File: config.mk
export PLATFORM = sky130hd
export DESIGN_NAME = step_gen_dda
export DESIGN_NICKNAME = d
export VERILOG_FILES = /design/src/rtl/step_gen_dda.sv
export SDC_FILE = /design/constraint.sdc
export NUM_CORES = 1
export LEC_CHECK = 0
export CAP_MARGIN = 25
export CORE_ASPECT_RATIO = 0.6
export CORE_MARGIN = 5
export CORE_UTILIZATION = 46
export CTS_CLUSTER_DIAMETER = 50
export DETAILED_ROUTE_END_ITERATION = 10
export PLACE_DENSITY = 0.81
export REMOVE_ABC_BUFFERS = 1
export SLEW_MARGIN = 20
export SYNTH_ARGS = -nofsm -noshare
export SYNTH_HDL_FRONTEND = slang
export SYNTH_SLANG_ARGS = --single-unit
export TNS_END_PERCENT = 1
File: constraint.sdc
create_clock -name clk -period 3.4 [get_ports clk]
set_clock_uncertainty 0.2 [all_clocks]
set_input_delay 1.02 -clock clk [delete_from_list [all_inputs] [get_ports clk]]
set_output_delay 1.02 -clock clk [all_outputs]
set_load 0.03 [all_outputs]
File: src/rtl/step_gen_dda.sv
// DDA step/direction generator: velocity integrates into a phase accumulator, half-wraps queue steps,
// a pulse FSM drives step/dir with setup/high/hold timing. Define STEP_GEN_DDA_ACCEL_EN for acceleration.
module step_gen_dda #(
  parameter int WIDTH        = 32,
  parameter int SETUP_CYCLES = 100,
  parameter int HIGH_CYCLES  = 300,
  parameter int HOLD_CYCLES  = 100,
  parameter int PEND_WIDTH   = 4
) (
  input  logic                         clk,
  input  logic                         reset,
  input  logic                         enable,
  input  logic signed [WIDTH-1:0]      velocity,
  input  logic                         load_velocity,
  input  logic signed [WIDTH-1:0]      acceleration,
  input  logic signed [WIDTH-1:0]      data_in,
  input  logic                         set_position,
  output logic signed [WIDTH-1:0]      position,
  output logic        [WIDTH-1:0]      acc,
  output logic signed [WIDTH-1:0]      cur_velocity,
  output logic signed [PEND_WIDTH-1:0] pending,
  output logic                         step,
  output logic                         dir,
  output logic                         busy,
  output logic                         overrun
);

  localparam int MAX_CYC_SH = (SETUP_CYCLES > HIGH_CYCLES) ? SETUP_CYCLES : HIGH_CYCLES;
  localparam int MAX_CYC    = (MAX_CYC_SH > HOLD_CYCLES) ? MAX_CYC_SH : HOLD_CYCLES;
  localparam int CNT_W      = $clog2(MAX_CYC) + 1;
  localparam logic signed [PEND_WIDTH:0] PEND_ONE = (PEND_WIDTH+1)'(1);
  localparam logic signed [PEND_WIDTH:0] PEND_MAX = (PEND_WIDTH+1)'(2**(PEND_WIDTH-1) - 1);
  localparam logic signed [WIDTH-1:0]    POS_ONE  = WIDTH'(1);

  typedef enum logic [1:0] {S_IDLE, S_SETUP, S_HIGH, S_HOLD} state_t;

  state_t             state, state_nxt;
  logic [CNT_W-1:0]   cnt, cnt_nxt;
  logic               dir_nxt, start, pulse_done, first_pulse, discard;
  logic [WIDTH-1:0]   acc_sum;
  logic               step_event, ev_rev, ev_ovf;
  logic signed [PEND_WIDTH:0] pend_ext, pend_base, pend_ev, pend_nxt;

`ifdef STEP_GEN_DDA_ACCEL_EN
  function automatic logic signed [WIDTH-1:0] sat_add(input logic signed [WIDTH-1:0] a,
                                                      input logic signed [WIDTH-1:0] b);
    logic signed [WIDTH:0] s;
    s = {a[WIDTH-1], a} + {b[WIDTH-1], b};
    if (s[WIDTH] != s[WIDTH-1])
      sat_add = s[WIDTH] ? {1'b1, {(WIDTH-1){1'b0}}} : {1'b0, {(WIDTH-1){1'b1}}};
    else
      sat_add = s[WIDTH-1:0];
  endfunction

  always_ff @(posedge clk) begin
    if (reset)              cur_velocity <= '0;
    else if (load_velocity) cur_velocity <= velocity;
    else if (enable)        cur_velocity <= sat_add(cur_velocity, acceleration);
  end
`else
  logic accel_unused;
  assign accel_unused = ^acceleration;

  always_ff @(posedge clk) begin
    if (reset)              cur_velocity <= '0;
    else if (load_velocity) cur_velocity <= velocity;
  end
`endif

  // Half-wrap of the accumulator MSB is a step event, signed by the velocity that was added.
  assign acc_sum    = acc + cur_velocity;
  assign step_event = enable && (acc_sum[WIDTH-1] != acc[WIDTH-1]);
  assign ev_rev     = cur_velocity[WIDTH-1];

  always_ff @(posedge clk) begin
    if (reset || set_position) acc <= '0;
    else if (enable)           acc <= acc_sum;
  end

  // Pulse start is applied first; the event is then dropped if it would leave +/-PEND_MAX.
  always_comb begin
    pend_ext  = {pending[PEND_WIDTH-1], pending};
    pend_base = pend_ext;
    if (start) pend_base = pending[PEND_WIDTH-1] ? pend_ext + PEND_ONE : pend_ext - PEND_ONE;
    pend_ev   = ev_rev ? pend_base - PEND_ONE : pend_base + PEND_ONE;
    ev_ovf    = step_event && ((pend_ev > PEND_MAX) || (pend_ev < -PEND_MAX));
    pend_nxt  = (step_event && !ev_ovf) ? pend_ev : pend_base;
  end

  always_ff @(posedge clk) begin
    if (reset || set_position) begin
      pending <= '0;
      overrun <= 1'b0;
    end else begin
      pending <= pend_nxt[PEND_WIDTH-1:0];
      if (ev_ovf) overrun <= 1'b1;
    end
  end

  always_comb begin
    state_nxt  = state;
    cnt_nxt    = cnt;
    dir_nxt    = dir;
    start      = 1'b0;
    pulse_done = 1'b0;
    case (state)
      S_IDLE: begin
        if (pending != '0) begin
          start   = 1'b1;
          dir_nxt = pending[PEND_WIDTH-1];
          if ((dir_nxt != dir) || first_pulse) begin
            state_nxt = S_SETUP;
            cnt_nxt   = CNT_W'(SETUP_CYCLES - 1);
          end else begin
            state_nxt = S_HIGH;
            cnt_nxt   = CNT_W'(HIGH_CYCLES - 1);
          end
        end
      end
      S_SETUP: begin
        if (cnt == '0) begin
          state_nxt = S_HIGH;
          cnt_nxt   = CNT_W'(HIGH_CYCLES - 1);
        end else cnt_nxt = cnt - CNT_W'(1);
      end
      S_HIGH: begin
        if (cnt == '0) begin
          state_nxt = S_HOLD;
          cnt_nxt   = CNT_W'(HOLD_CYCLES - 1);
        end else cnt_nxt = cnt - CNT_W'(1);
      end
      S_HOLD: begin
        if (cnt == '0) begin
          state_nxt  = S_IDLE;
          pulse_done = 1'b1;
        end else cnt_nxt = cnt - CNT_W'(1);
      end
      default: state_nxt = S_IDLE;
    endcase
  end

  // A preset during a pulse lets the pins finish but voids that pulse's position update.
  always_ff @(posedge clk) begin
    if (reset) begin
      state       <= S_IDLE;
      cnt         <= '0;
      dir         <= 1'b0;
      step        <= 1'b0;
      busy        <= 1'b0;
      first_pulse <= 1'b1;
      discard     <= 1'b0;
    end else begin
      state <= state_nxt;
      cnt   <= cnt_nxt;
      dir   <= dir_nxt;
      step  <= (state_nxt == S_HIGH);
      busy  <= (state_nxt != S_IDLE);
      if (start) first_pulse <= 1'b0;
      if (set_position)    discard <= start || ((state != S_IDLE) && !pulse_done);
      else if (pulse_done) discard <= 1'b0;
    end
  end

  always_ff @(posedge clk) begin
    if (reset)                       position <= '0;
    else if (set_position)           position <= data_in;
    else if (pulse_done && !discard) position <= dir ? position - POS_ONE : position + POS_ONE;
  end

endmodule

# Word level (Yosys, flattened, before mapping)
# Cells that the tools add are included.
word_totals:
  ff_bits: 118
  inputBits: 101
  out_inout_bits: 104
  wordCells: 76
classes:
  addsub: 8
  magnitude_cmp: 2
  n_eq_ne: 8
  n_mux: 25
  n_reduce_logical: 21
op_table:
  columns: ["operator", "n"]
  rows:
  - ["two-way mux 32 bit", 3]
  - ["two-way mux 10 bit", 4]
  - ["case mux 10 bit (4 select lines)", 1]
  - ["adder 32 x 2 -> 32 bit, second input constant", 1]
  - ["adder 32 bit", 1]
  - ["subtractor 32 x 2 -> 32 bit, second input constant", 1]
  - ["two-way mux 5 bit", 3]
  - ["zero test 10 bit", 1]
  - ["two-way mux 2 bit", 5]
  - ["subtractor 10 x 1 -> 10 bit, second input constant", 1]
  - ["two-way mux 9 bit", 1]
  - ["case mux 2 bit (4 select lines)", 1]
  - ["nonzero test 2 bit", 4]
  - ["== test 2 bit, second input constant", 3]
  - ["two-way mux 1 bit", 6]
  - ["adder 4 x 2 -> 5 bit, second input constant", 1]
  - ["adder 5 x 2 -> 5 bit, second input constant", 1]
  - ["greater-than comparator 5 x 4 -> 1 bit, second input constant", 1]
  - ["logical AND 1 bit", 5]
  - ["less-than comparator 5 x 4 -> 1 bit, second input constant", 1]
  - ["subtractor 4 x 2 -> 5 bit, second input constant", 1]
  - ["subtractor 5 x 2 -> 5 bit, second input constant", 1]
  - ["logical OR 1 bit", 4]
  - ["two-way mux 4 bit", 1]
  - ["7 further kinds", 12]

# Depth between registers and ports, before layout
# Gate-level depths: netlist (run 1).
depth:
  ltp_word: 12
  ltp_mapped: 17
  ltp_nobuf: 16

# Worst setup path before layout (run 1)
# No wires, ideal clock.
synth_path:
  path_kind: "flip-flop to flip-flop"
  startpoint: "register pending[0]"
  endpoint: "register pending[1]"
  setup_ns: 0.079
  t_arrival_ns: 3.613
  required_time_ns: 3.121
  path_slack_ns: -0.492
  path_stages_with_launch: 15
  path_buffers: 1
  synth_period_minus_slack_ns: 3.892
  cell_sequence: "dfxtp_1 inv_1 fa_1 fa_1 o21ai_0 ha_1 clkbuf_1 xor2_1 nor3_1 a221oi_1 o211ai_1 o21ai_2 o2111a_1 nor2_2 a211oi_2"
synth_between:
  elab_chain_cells: 12
  elab_cells_between_ends: 17
  classes_between: "add/sub (4); order compare (2); mux (6); reduce/logical (5)"
synth_lines:
  columns: ["item", "line_no", "text"]
  rows:
  - ["start, declared", "21", "output logic signed [PEND_WIDTH-1:0] pending,"]
  - ["start signal, assigned", "95", "pending <= pend_nxt[PEND_WIDTH-1:0];"]
  - ["parallel branches: the longest is 3 deep, another holds subtractor 4 x 2 -> 5 bit", null, null]
  - ["two-way mux 5 bit (*)", "84", "if (start) pend_base = pending[PEND_WIDTH-1] ? pend_ext + PEND_ONE : pend_ext - PEND_ONE;"]
  - ["adder 5 x 2 -> 5 bit / subtractor 5 x 2 -> 5 bit (equally long branches)", "85", "pend_ev = ev_rev ? pend_base - PEND_ONE : pend_base + PEND_ONE;"]
  - ["two-way mux 5 bit", "85", null]
  - ["greater-than comparator 5 x 4 -> 1 bit / less-than comparator 5 x 4 -> 1 bit (equally long branches)", "86", "ev_ovf = step_event && ((pend_ev > PEND_MAX) || (pend_ev < -PEND_MAX));"]
  - ["logical OR 1 bit", "86", null]
  - ["logical AND 1 bit", "86", null]
  - ["zero test 1 bit", "87", "pend_nxt = (step_event && !ev_ovf) ? pend_ev : pend_base;"]
  - ["logical AND 1 bit", "87", null]
  - ["two-way mux 4 bit (*)", "87", null]
# Mark *: on every way between the ends.
# A chain may end at the register's enable or synchronous reset.

# Worst setup path in the final report (run 1)
layout_path:
  startpoint: "register pending[2]"
  endpoint: "register pending[1]"
# The elaborated chain is that of the path after synthesis.

==> results of run 1 <==
-- registers in the layout, summed over array words and instances (netlist names) --
register	flops
acc	32
cur_velocity	32
position	32
cnt	10
pending	4
state	2
busy	1
dir	1
discard	1
first_pulse	1
overrun	1
step	1
-- stage by stage --
stage	setup TNS [ps]	cell area, sq um	setup WS (ps)	hold slack, ps	utilization, %
4_1_cts	-172	11300	-78.4	279	63.0
3_3_place_gp	-575	10700	-181	235	59.3
2_1_floorplan	-2870	8230	-385	227	-
5_1_grt	-646	11400	-169	303	63.5
6_report	-7.13	11400	-7.13	279	63.5
3_5_place_dp	-1320	10700	-304	263	59.3
-- metal layers --
metal  wire, um  track usage (%)  vias up
met5          0                0        -
met4        219             4.69        0
met3       1780             4.08       24
met2      10600             34.0      286
met1      12900             35.5     4045
li1           -                -     4224
-- path summary, 6_finish.rpt --
check | start | to | slack, ps | cells after the start
max | pending[2] | pending[1] | -7 | 17
min | first_pulse | first_pulse | 280 | 1
max reg2reg | pending[2] | pending[1] | -7 | 17
min reg2reg | first_pulse | first_pulse | 280 | 1
-- worst reg2reg max path, cell delays in order (launching register included) --
cell and delay, ps:
dfxtp_1 370, inv_1 70, ha_1 210, or3b_4 250, nand3_1 150, nand2_1 130, inv_1 70, fa_1 430
xor2_2 180, buf_4 140, buf_4 130, a31oi_1 160, nand4_1 120, o21ai_2 140, buf_4 160, o211a_4 160
nor2_2 50, a211oi_2 200
-- what timing repair did --
action                                  4_1_cts  5_1_grt
resized for setup                            14       19
pin swaps                                     7        9
setup buffers                                 2        2
endpoints found under the setup margin       10       15
-- power by group --
part / switching (uW) / internal, uW
sequential: 133 / 1530
clock: 685 / 1120
combinational: 1980 / 1840
total: 2800 / 4480
-- cells by family (layout without fill, tap and decap cells) --
family	after synthesis	count (layout)
xor gates and xnor gates	49	49
AOI/OAI and AO/OA	311	311
and+or+nand+nor	350	350
muxes	52	52
DFF	118	118
buffers and inverters	88	301
adders and majority gates	74	74
-- layout make-up --
type | instances | area, sq um | area share, %
Sequential cell | 118 | 2370 | 20.7
Inverter | 36 | 135 | 1.18
Tap cell | 240 | 300 | 2.63
Clock buffer | 20 | 457 | 3.99
Clock inverter | 12 | 129 | 1.13
Timing Repair Buffer | 233 | 2190 | 19.1
Multi-Input combinational cell | 836 | 5860 | 51.2
-- Yosys cell counts (10+ instances only) --
cell type	number	area [sq um]
dfxtp_1	118	2360
o21a_1	13	97.6
clkbuf_1	37	139
mux2i_1	52	521
nand3_1	22	110
nand2b_1	10	62.6
a21o_1	26	195
o211ai_1	14	105
nor3_1	36	180
a21oi_1	97	485
nand2_1	67	251
o21ai_0	37	185
and3_1	11	68.8
xnor2_1	34	298
nand4_1	11	68.8
ha_1	69	863
xor2_1	15	131
nor2_1	136	510
inv_1	36	135
or3_1	11	68.8
a211oi_1	24	180
==> flow_metrics.tcl, run 1 <==
set metrics [dict create \
    drive_gt1_share_pct 12.1 \
    yosysSeqAreaShare_pct 28.0 \
    violations "setup timing" \
    p_per_area_mw_per_mm2 636 \
    numPortBuffers 172 \
    path_cells "inv_1 -> ha_1 -> or3b_4 -> nand3_1 -> nand2_1 -> inv_1 -> fa_1 -> xor2_2 -> buf_4 -> buf_4 -> a31oi_1 -> nand4_1 -> o21ai_2 -> buf_4 -> o211a_4 -> nor2_2 -> a211oi_2" \
    hold_buffers 0 \
    grt_first_pass_wirelength_um 40400 \
    hold_viol 0 \
    gp_congestion 0.921 \
    wl_per_cell_um 17.0 \
    grt_overflow 0 \
    critPathCaptureType "register" \
    synth_top_family_by_area "compound AO/OA/AOI/OAI gates" \
    synthMuxAreaShare_pct 6.17 \
    status "finished, violations left" \
    fin_ws_ps -7.13 \
    cts_made_buffers 17 \
    grt_pass1_vias 8053 \
    yosysWarningCount 0 \
    critical_path.top_delay_family "simple AND/OR/NAND/NOR gates" \
    cp_slowest_cell "fa_1" \
    rows 38 \
    nNetsFinal 1417 \
    clk_path_buf_depth 2 \
    area_growth_pct 35.5 \
    cp-start-kind "register" \
    critical_path_required_ps 3520 \
    drc 0 \
    diodes 0 \
    coreArea_sq_mm 0.0180 \
    htree_levels 4 \
    cp.arrival_ps 3530 \
    cp_num_buf_inv 5 \
    first_pass_iters 5 \
    cpPeakStageDelay_ps 430 \
    final_common_cell "clkdlybuf4s50_1" \
    period_minus_slack_ps 3410 \
    fin_cells 1495 \
    vias 8579 \
    dieArea_sq_mm 0.0212 \
    synth_seq_cells 118 \
    ant_nets 0 \
    crit_top_cell "buf_4" \
    die_w_um 185 \
    drt_iter0_markers 619 \
    slew_headroom_pct 60.4 \
    synth-simple-area-share_pct 19.5 \
    n_fill_cell 1539 \
    wl_um 25400 \
    post-route-period-util_pct 100 \
    rsz0062_at_grt "true" \
    dp.cells 1459 \
    synthAdderAreaFrac_pct 11.4 \
    initial_core_util_pct 46.8 \
    via_per_inst 5.74 \
    cp_max_fo 5 \
    cts_tree "built" \
    ios 205 \
    synth_compound_area_share_pct 25.8 \
    syn_area_per_cell_sq_um 8.10 \
    final_cell_mix "clkdlybuf4s50_1, nor2_1, dfxtp_1" \
    synth_xor_area_share_pct 5.09 \
    worstSetupPathType "register to register" \
    postSynthCellCount 1042 \
    finalPower_uw 7280 \
    max_slew.worst_pin.slew_ps 594 \
    cts-root-buf "clkbuf_16" \
    synth-edff-count 0 \
    synth_ff_type "dfxtp_1" \
    synth_cell_types 85 \
    vdd_ir_drop_max_mv 0.687 \
    grt_util_all_layers_pct 23.2 \
    clock_sinks 118 \
    grt_max_degree 78 \
    insertion_delay_ps 410 \
    max_cap_viol_count 0 \
    p_leak_uw 0.00490 \
    dp_hpwl_um 18900 \
    antenna_found_initial 0 \
    setup_viol 1 \
    hp-class "register to register" \
    async_reset_ff_share_pct 0 \
    maxSlewViolCount 0 \
    fmax_ghz 0.294 \
    synth_area_sq_mm 0.00844 \
    die_h_um 115 \
    clkSlewWorstSetupHoldPaths_ps 60 \
]
Power figures use the tool's default switching activity.
==> run 2, diff against run 1 <==
--- a/config.mk
+++ b/config.mk
@@ -8,10 +8,10 @@
 export CAP_MARGIN = 25
 export CORE_ASPECT_RATIO = 0.6
 export CORE_MARGIN = 5
-export CORE_UTILIZATION = 46
+export CORE_UTILIZATION = 55
 export CTS_CLUSTER_DIAMETER = 50
 export DETAILED_ROUTE_END_ITERATION = 10
-export PLACE_DENSITY = 0.81
+export PLACE_DENSITY = 0.91
 export REMOVE_ABC_BUFFERS = 1
 export SLEW_MARGIN = 20
 export SYNTH_ARGS = -nofsm -noshare
==> constraint.sdc (replaced) <==
create_clock -name clk -period 4.4 [get_ports clk]
set_clock_uncertainty 0.2 [all_clocks]
set_input_delay 1.32 -clock clk [delete_from_list [all_inputs] [get_ports clk]]
set_output_delay 1.32 -clock clk [all_outputs]
set_load 0.03 [all_outputs]
==> run 2 against run 1 <==
Against the previous run: the flow now finishes without violations; wire length decreased by 1.5%; cell area decreased by 5.0%; non-clock buffer count decreased by 50; die area decreased by 15%; via count decreased by 0.93%; worst hold slack got worse by 25 ps; global-route usage increased by 4.1 points; critical endpoint unchanged; largest power group unchanged.
==> flow_metrics.tcl, run 2 (synthesis results as in run 1) <==
set metrics [dict create \
    status "finished clean" \
    dieArea_sq_mm 0.0180 \
    cp-start-kind "register" \
    clk_path_buf_depth 2 \
    critPathCaptureType "register" \
    p_per_area_mw_per_mm2 451 \
    p_leak_uw 0.00462 \
    dp_hpwl_um 18700 \
    ios 205 \
    vias 8499 \
    die_w_um 170 \
    fmax_ghz 0.243 \
    nNetsFinal 1367 \
    die_h_um 106 \
    drt_iter0_markers 793 \
    clock_sinks 118 \
    cp.arrival_ps 4230 \
    cts_tree "built" \
    crit_top_cell "fa_1" \
    insertion_delay_ps 410 \
    setup_tns_ps 0 \
    final_common_cell "clkdlybuf4s50_1" \
    htree_levels 4 \
    p_comb_share_pct 45.9 \
    initial_core_util_pct 55.5 \
    path_cells "inv_1 -> fa_1 -> fa_1 -> o21ai_0 -> ha_1 -> xor2_2 -> nor3_1 -> a221oi_1 -> o211ai_1 -> o21ai_2 -> o2111a_1 -> nor2_2 -> a211oi_2" \
    numPortBuffers 172 \
    grt_pass1_vias 8054 \
    critical_path_required_ps 4510 \
    via_per_inst 6.04 \
    hp-class "register to register" \
    cpPeakStageDelay_ps 440 \
    p_int_uw 2860 \
    final_cell_mix "clkdlybuf4s50_1, nor2_1, dfxtp_1" \
    cp_max_fo 7 \
    rsz0062_at_grt "false" \
    p_seq_share_pct 26.4 \
    gp_congestion 0.904 \
    drc 0 \
    cts-root-buf "clkbuf_16" \
    post-route-period-util_pct 93.5 \
    coreArea_sq_mm 0.0152 \
    wl_per_cell_um 17.8 \
    area_growth_pct 28.8 \
    maxSlewViolCount 0 \
    setup_viol 0 \
    max_cap_viol_count 0 \
    grt_util_all_layers_pct 27.2 \
    wl_um 25000 \
    fin_cells 1408 \
    ant_nets 0 \
    antenna_found_initial 1 \
    grt_overflow 0 \
    switchingPower_uw 2030 \
    clkSlewWorstSetupHoldPaths_ps 60 \
    p_clk_share_pct 27.7 \
    vdd_ir_drop_max_mv 0.498 \
    p_sw_share_pct 41.6 \
    grt_max_degree 81 \
    grt_first_pass_wirelength_um 40600 \
    reg.largest.list "acc: 32 flops, cur_velocity: 32 flops, position: 32 flops" \
    first_pass_iters 5 \
    period_minus_slack_ps 4110 \
    dp.cells 1376 \
    slew_headroom_pct 29.0 \
    diodes 0 \
    cts_made_buffers 17 \
    n_fill_cell 1137 \
    hold_viol 0 \
    drive_gt1_share_pct 6.64 \
    rows 35 \
    max_slew.worst_pin.slew_ps 1060 \
    worstSetupPathType "register to register" \
    cp_slowest_cell "fa_1" \
]
## run 2: metrics by stage
step	instance area (sq um)	utilization (%)	hold WS, ps	power, uW	worst slack (ps)
6_report	10900	71.5	254	4900	286
5_1_grt	10900	71.5	283	5210	5.29
4_1_cts	10900	71.4	255	4840	266
3_5_place_dp	10300	67.7	242	3440	319
3_3_place_gp	10300	67.6	236	3360	515
2_1_floorplan	8230	-	227	2840	615
## run 2: worst paths after layout
path | from | end | slack (ps) | cells past startpoint
max | pending[0] | pending[1] | 290 | 13
min | first_pulse | first_pulse | 250 | 1
max reg2reg | pending[0] | pending[1] | 290 | 13
min reg2reg | first_pulse | first_pulse | 250 | 1
## run 2: what timing repair did
action,CTS,global route
setup endpoints to repair,0,1
resized for setup,0,2
hold buffers,0,0
setup buffers,0,0
## run 2: critical path: cells and delay by family, from the launching register on
kind / cells / cell delay, ps
XOR/XNOR: 1 / 290
AO/OA/AOI/OAI: 6 / 1520
adder cells (fa/ha/maj): 3 / 1270
flip-flops: 1 / 430
AND/OR/NAND/NOR: 2 / 190
buffers and inverters: 1 / 120
## run 2: metal layers
layer	routed length [um]	vias to the layer above	GRT usage, %
met2	10600	317	40.5
li1	-	4129	-
met5	12	-	0
met4	347	2	5.70
met3	1800	35	5.95
met1	12300	4016	40.5
## run 2: final cells by class
| class | instances | area, sq um | area share (%) |
|---|---|---|---|
| repair buffers | 183 | 1800 | 16.5 |
| inverters | 36 | 135 | 1.24 |
| well taps | 203 | 254 | 2.34 |
| clock inverters | 15 | 145 | 1.34 |
| flip-flops and latches | 118 | 2360 | 21.7 |
| clock buffers | 17 | 425 | 3.92 |
| multi-input cells | 836 | 5750 | 52.9 |
## run 2: power groups by stage
stage / clock network [uW] / logic (uW) / registers (uW)
2_1_floorplan: 0 / 1420 / 1420
3_3_place_gp: 0 / 2060 / 1310
3_5_place_dp: 0 / 2130 / 1310
4_1_cts: 1370 / 2170 / 1290
5_1_grt: 1430 / 2470 / 1310
6_report: 1360 / 2250 / 1290
